`config.mk`:
```
export PLATFORM = sky130hd
export DESIGN_NAME = nx_ia_mem_arb
export DESIGN_NICKNAME = d
export VERILOG_FILES = /design/src/rtl/nx_ia_mem_arb_pkg.sv /design/src/rtl/nx_ia_mem_arb_rd_tag_pipe.sv /design/src/rtl/nx_ia_mem_arb.sv
export SDC_FILE = /design/constraint.sdc
export NUM_CORES = 1
export LEC_CHECK = 0
export ABC_AREA = 1
export ABC_CLOCK_PERIOD_IN_PS = 2600
export CAP_MARGIN = 20
export CORE_AREA = 10 10 240 242
export DETAILED_ROUTE_END_ITERATION = 8
export DIE_AREA = 0 0 250 252
export DONT_BUFFER_PORTS = 1
export GPL_ROUTABILITY_DRIVEN = 0
export MAX_ROUTING_LAYER = met4
export REMOVE_ABC_BUFFERS = 1
export SYNTH_ARGS = -nofsm -noshare
export SYNTH_HDL_FRONTEND = slang
export SYNTH_SLANG_ARGS = --single-unit
```
`constraint.sdc`:
```
create_clock -name clk -period 2.6 [get_ports clk]
set_input_delay 0.13 -clock clk [delete_from_list [all_inputs] [get_ports clk]]
set_output_delay 0.13 -clock clk [all_outputs]
set_load 0.01 [all_outputs]
```
`src/rtl/nx_ia_mem_arb_pkg.sv`:
```
// Shared types for the indirect-access memory arbiter: the access owner, the
// arbiter state and the read tag that travels alongside each memory read.
`default_nettype none

package nx_mem_typePKG;

  typedef enum logic {
    OWN_HW = 1'b0,
    OWN_SW = 1'b1
  } owner_e;

  typedef enum logic [1:0] {
    ARB_IDLE = 2'd0,
    ARB_HW   = 2'd1,
    ARB_SW   = 2'd2
  } arb_state_e;

  typedef struct packed {
    logic   vld;
    owner_e owner;
  } rd_tag_t;

  localparam int unsigned STALL_CNT_W  = 16;
  localparam int unsigned BURST_CNT_W  = 4;

  // Increment that sticks at lim instead of wrapping.
  function automatic logic [BURST_CNT_W-1:0] sat_inc_burst(
    input logic [BURST_CNT_W-1:0] val,
    input logic [BURST_CNT_W-1:0] lim
  );
    return (val >= lim) ? lim : val + BURST_CNT_W'(1);
  endfunction

endpackage

`default_nettype wire

```
`src/rtl/nx_ia_mem_arb_rd_tag_pipe.sv`:
```
// Read tag delay line: one {valid, owner} tag per cycle, emerging RD_LAT
// cycles later so returning memory data can be steered to its requester.
`default_nettype none

module nx_ia_rd_tag_pipe
  import nx_mem_typePKG::*;
#(
  parameter int unsigned RD_LAT = 1
) (
  input  logic    clk,
  input  logic    rst_n,
  input  rd_tag_t tag_in,
  output rd_tag_t tag_out
);

  rd_tag_t pipe_q [RD_LAT];
  rd_tag_t pipe_d [RD_LAT];

  always_comb begin
    pipe_d[0] = tag_in;
    for (int i = 1; i < RD_LAT; i++) begin
      pipe_d[i] = pipe_q[i-1];
    end
  end

  // Asynchronous clear drops every read in flight at reset.
  always_ff @(posedge clk or negedge rst_n) begin
    if (!rst_n) begin
      for (int i = 0; i < RD_LAT; i++) begin
        pipe_q[i] <= '0;
      end
    end else begin
      pipe_q <= pipe_d;
    end
  end

  assign tag_out = pipe_q[RD_LAT-1];

endmodule

`default_nettype wire

```
`src/rtl/nx_ia_mem_arb.sv`:
```
// Single-port memory arbiter between the datapath (HW) and an indirect-access
// controller (SW), with bounded HW bursts, SW yield/reset override and read steering.
`default_nettype none

module nx_ia_mem_arb
  import nx_mem_typePKG::*;
#(
  parameter int unsigned N_ADDR_BITS  = 9,
  parameter int unsigned N_DATA_BITS  = 96,
  parameter int unsigned MAX_HW_BURST = 8,
  parameter int unsigned RD_LAT       = 1
) (
  input  logic                   clk,
  input  logic                   rst_n,
  input  logic                   hw_req_cs,
  input  logic                   hw_req_we,
  input  logic [N_ADDR_BITS-1:0] hw_req_add,
  input  logic [N_DATA_BITS-1:0] hw_req_wdat,
  output logic                   hw_stall,
  output logic                   hw_rdat_vld,
  output logic [N_DATA_BITS-1:0] hw_rdat,
  input  logic                   sw_cs,
  input  logic                   sw_we,
  input  logic [N_ADDR_BITS-1:0] sw_add,
  input  logic [N_DATA_BITS-1:0] sw_wdat,
  input  logic                   sw_yield,
  input  logic                   sw_reset,
  output logic                   grant,
  output logic [N_DATA_BITS-1:0] sw_rdat,
  output logic                   mem_cs,
  output logic                   mem_we,
  output logic [N_ADDR_BITS-1:0] mem_add,
  output logic [N_DATA_BITS-1:0] mem_wdat,
  input  logic [N_DATA_BITS-1:0] mem_rdat,
  output logic [STALL_CNT_W-1:0] stall_cnt,
  output logic                   starve_seen
);

  localparam logic [BURST_CNT_W-1:0] BURST_LIM = BURST_CNT_W'(MAX_HW_BURST);
  localparam logic [STALL_CNT_W-1:0] STALL_MAX = '1;

  arb_state_e             state_q,       state_d;
  logic [BURST_CNT_W-1:0] burst_cnt_q,   burst_cnt_d;
  logic [STALL_CNT_W-1:0] stall_cnt_q,   stall_cnt_d;
  logic                   starve_seen_q, starve_seen_d;
  logic [N_DATA_BITS-1:0] hw_rdat_q,     hw_rdat_d;
  logic [N_DATA_BITS-1:0] sw_rdat_q,     sw_rdat_d;

  logic    sw_win;
  logic    hw_win;
  logic    hw_exit;
  logic    sw_exit;
  rd_tag_t issue_tag;
  rd_tag_t exit_tag;

  // Winner selection; rst_n gating keeps the memory idle while reset is held.
  always_comb begin
    sw_win = rst_n && sw_cs &&
             (sw_reset || sw_yield || (burst_cnt_q == BURST_LIM) || !hw_req_cs);
    hw_win = rst_n && hw_req_cs && !sw_win;
  end

  always_comb begin
    mem_cs   = sw_win || hw_win;
    mem_we   = 1'b0;
    mem_add  = hw_req_add;
    mem_wdat = hw_req_wdat;
    if (sw_win) begin
      mem_we   = sw_we;
      mem_add  = sw_add;
      mem_wdat = sw_wdat;
    end else if (hw_win) begin
      mem_we   = hw_req_we;
    end
  end

  always_comb begin
    issue_tag.vld   = mem_cs && !mem_we;
    issue_tag.owner = sw_win ? OWN_SW : OWN_HW;
  end

  nx_ia_rd_tag_pipe #(
    .RD_LAT (RD_LAT)
  ) u_rd_tag_pipe (
    .clk     (clk),
    .rst_n   (rst_n),
    .tag_in  (issue_tag),
    .tag_out (exit_tag)
  );

  // Returning data is forwarded in its exit cycle and captured for holding.
  always_comb begin
    hw_exit   = exit_tag.vld && (exit_tag.owner == OWN_HW);
    sw_exit   = exit_tag.vld && (exit_tag.owner == OWN_SW);
    hw_rdat_d = hw_exit ? mem_rdat : hw_rdat_q;
    sw_rdat_d = sw_exit ? mem_rdat : sw_rdat_q;
  end

  // The burst counter only runs while SW is waiting behind HW.
  always_comb begin
    burst_cnt_d = burst_cnt_q;
    if (hw_win && sw_cs) begin
      burst_cnt_d = sat_inc_burst(burst_cnt_q, BURST_LIM);
    end else if (sw_win || !sw_cs) begin
      burst_cnt_d = '0;
    end
  end

  always_comb begin
    stall_cnt_d = stall_cnt_q;
    if (hw_stall && (stall_cnt_q != STALL_MAX)) begin
      stall_cnt_d = stall_cnt_q + STALL_CNT_W'(1);
    end
    starve_seen_d = starve_seen_q || sw_yield;
  end

  always_comb begin
    state_d = state_q;
    case (state_q)
      ARB_IDLE: begin
        if (sw_win)      state_d = ARB_SW;
        else if (hw_win) state_d = ARB_HW;
      end
      ARB_HW: begin
        if (sw_win)       state_d = ARB_SW;
        else if (!hw_win) state_d = ARB_IDLE;
      end
      ARB_SW: begin
        if (hw_win)       state_d = ARB_HW;
        else if (!sw_win) state_d = ARB_IDLE;
      end
      default: state_d = ARB_IDLE;
    endcase
  end

  always_ff @(posedge clk or negedge rst_n) begin
    if (!rst_n) begin
      state_q       <= ARB_IDLE;
      burst_cnt_q   <= '0;
      stall_cnt_q   <= '0;
      starve_seen_q <= 1'b0;
      hw_rdat_q     <= '0;
      sw_rdat_q     <= '0;
    end else begin
      state_q       <= state_d;
      burst_cnt_q   <= burst_cnt_d;
      stall_cnt_q   <= stall_cnt_d;
      starve_seen_q <= starve_seen_d;
      hw_rdat_q     <= hw_rdat_d;
      sw_rdat_q     <= sw_rdat_d;
    end
  end

  assign grant       = sw_win;
  assign hw_stall    = hw_req_cs && !hw_win;
  assign hw_rdat_vld = hw_exit;
  assign hw_rdat     = hw_rdat_d;
  assign sw_rdat     = sw_rdat_d;
  assign stall_cnt   = stall_cnt_q;
  assign starve_seen = starve_seen_q;

endmodule

`default_nettype wire

```
==> run summary <==
Area growth syn-to-layout = 28.43%
filler cell count = 5,634
crit path capture type = primary output
core area = 52,450 sq um
reg2reg setup slack = 250 ps
CTS buffer count = 25
adder and majority gate portion of the synthesized area = 0.3886%
residual DRC count = 0
Routed Antenna Nets = 0
Worst EP required = 2470 ps
Synth Area in Simple Gates = 24.59%
CTS H-Tree Depth = 1
final hold viol count = 215
outcome = complete, but fails checks
Place WS = 652.7 ps
worst clock skew = 31.07 ps
delay-heaviest family, CP = simple AND/OR/NAND/NOR gates
post-DR vias/cell = 4.177
largest family of logic cells by synthesized area = simple AND/OR/NAND/NOR gates
Worst EP arrival = 2300 ps
Detailed Routing Iterations Pass 1 = 6
Netlist cell types = 30
placed cell count = 1,878
post-synthesis compound-gate area fraction = 10.49%
final WL = 40,060 um
io pins = 633
HP Class = primary input to asynchronous set/reset pin
CP Max Fanout = 96
DR WL/cell = 19.71 um
Finish-stage setup viols = 0
die extent in x = 250 um
PD cells = 806.4 nW/um^2
Reg2Reg Depth = 11
area occupied by multi-input gates = 3555 sq um
Sequential Area = 5380 sq um
Max Cap Violations = 0
global-route wire length before repair = 56,070 um
number of synthesis warnings = 0
Leakage = 6.247 nW
crit-path max cell delay = 380 ps
mux cell area share after synthesis = 0%
reg-to-reg endpoint = u_rd_tag_pipe.tag_out[1]
unrepaired setup endpoints after global routing = no
startpoint types = register
Global Route Usage Sum = 11.64%
post-synthesis xor/xnor area fraction = 1.179%
final setup margin = 165.8 ps
max frequency = 0.4108 GHz
crit path time final = 2434 ps
Die Height = 252 um
crit-path cells = inv_1, ha_1, nand3_1, nand3_1, nand2_4, buf_16, nand2_1, nand2_1
final non-filler cell total = 2,032
Tcrit/Tclk final = 93.62%
GRT Residual Overflow = 0
Clk pin slew, worst setup/hold paths = 60 ps
Max Root-Sink Buffers = 3
largest net degree at the start of global routing = 221
fin. max-slew vios = 0
share of layout cells above drive strength 1 = 6.497%
initial core utilization = 18.42%
clock network latency to the later pin of the worst-skew pair = 560 ps
Syn Area/Cell = 7.872 sq um
critical path type = register to primary output
RR Startpoint = burst_cnt_q[0]
TritonCTS Sinks = 215
vias in the first global route = 8,507
utilization after layout = 23.65%
Hold Worst Slack = -728.9 ps
First DRT Iteration DRCs = 699
failing checks = hold timing
Worst Tran Pin Value = 733.3 ps
sequential share of the synthesized area = 55.70%
initial antenna violation count = 5
Final #Nets = 1,638
final setup TNS = 0 ps
register bit total from synthesis = 215
Detailed Place HPWL = 31,320 um
slew margin rel. = 50.60%
# rows = 84
die area = 63,000 sq um
Syn Std Cell Area = 9659 sq um
Max VDD drop = 0.4723 mV
root buffer cell = clkbuf_16
CP bufs+invs = 2
IO buf count = 0
Post-Syn Instances = 1,227
routed vias = 8,488
Critical-path top delay cell = dfrtp_1
CTS tree = done
==> area by class of cell <==
type	instances	area share, %
repair buffers	134	10.91
well taps	688	6.939
diodes	5	0.1009
multi-input cells	830	28.65
inverters	115	3.510
clock inverters	15	1.241
flip-flops and latches	215	43.37
clock buffers	30	5.275
==> where the power goes <==
group	leakage, nW	switching, mW	internal [mW]	total (mW)
clock network	0.402	1.42	2.01	3.43
registers	2.66	0.275	4.08	4.35
logic	3.19	1.63	0.591	2.22
==> kinds of logic (layout without fill, tap and decap cells) <==
| family | after synthesis | after routing |
|---|---|---|
| simple gates | 613 | 613 |
| compound gates | 201 | 201 |
| buf+inv | 182 | 294 |
| fa+ha+maj | 3 | 3 |
| xor+xnor | 13 | 13 |
| flops | 215 | 215 |
| other cells | 0 | 5 |
==> sequential cells by signal, indices dropped and copies added, names as in the netlist <==
name / cells
hw_rdat_q: 96
starve_seen: 1
sw_rdat_q: 96
u_rd_tag_pipe.tag_out: 2
burst_cnt_q: 4
stall_cnt: 16
==> what timing repair did <==
action / CTS / global route
resized for setup: 0 / 3
hold endpoints to repair: 412 / 217
hold buffers: 99 / 2
setup endpoints to repair: 0 / 21
buffers inserted: 0 / 2
==> worst max-delay path by stage <==
| stage | from | endpoint | cells after the start |
|---|---|---|---|
| after detailed placement | burst_cnt_q[0] | mem_wdat[86] | 9 |
| after global placement | burst_cnt_q[1] | mem_wdat[3] | 9 |
| after floorplan | u_rd_tag_pipe.tag_out[1] | sw_rdat_q[0] | 2 |
| final | burst_cnt_q[0] | mem_wdat[86] | 8 |
| after CTS | burst_cnt_q[0] | mem_wdat[86] | 9 |
| after global routing | burst_cnt_q[0] | mem_cs | 9 |
==> per-stage QoR <==
| stage | hold WS, ps | total power [mW] | instance area, sq um |
|---|---|---|---|
| 6_report | -728.9 | 10.00 | 12410 |
| 5_1_grt | -769.5 | 10.57 | 12410 |
| 4_1_cts | -767.9 | 10.13 | 12320 |
| 3_5_place_dp | -159.6 | 6.509 | 10520 |
| 3_3_place_gp | -158.4 | 6.430 | 10520 |
| 2_1_floorplan | -165.6 | 5.815 | 9351 |
==> per-layer routing <==
layer	wire (um)	vias to the layer above	global-route usage [%]	share of wire [%]
met2	19070	456	18.37	48
met5	0	-	-	0
met3	4218	62	4.397	11
met4	762	0	2.599	1.9
li1	-	3973	-	-
met1	16000	3997	13.92	40
==> placed cells by master, fill, tap and decap left out, types with 5 or more instances in the layout <==
cell           count
xor2_1             5
o21ai_0          196
diode_2            5
clkinv_2           9
dlygate4sd3_1    101
dfrtp_1          215
nor2_1            15
nand2_1          572
xnor2_1            8
buf_4             27
nand3_1           11
inv_1            113
clkbuf_16         26
==> Yosys cell counts (all sizes together) <==
| master | count | area share [%] |
|---|---|---|
| a21boi | 2 | 0.16 |
| a21oi | 1 | 0.052 |
| buf | 22 | 1.4 |
| clkbuf | 45 | 1.7 |
| dfrtp | 215 | 56 |
| ha | 3 | 0.39 |
| inv | 115 | 4.5 |
| nand2 | 576 | 22 |
| nand3 | 13 | 0.85 |
| nand4 | 2 | 0.19 |
| nor2 | 18 | 0.83 |
| nor3 | 3 | 0.16 |
| o21ai | 196 | 10 |
| o22ai | 2 | 0.13 |
| or2 | 1 | 0.065 |
| xnor2 | 8 | 0.73 |
| xor2 | 5 | 0.45 |
Note: power is estimated with default switching activity, not from simulation.
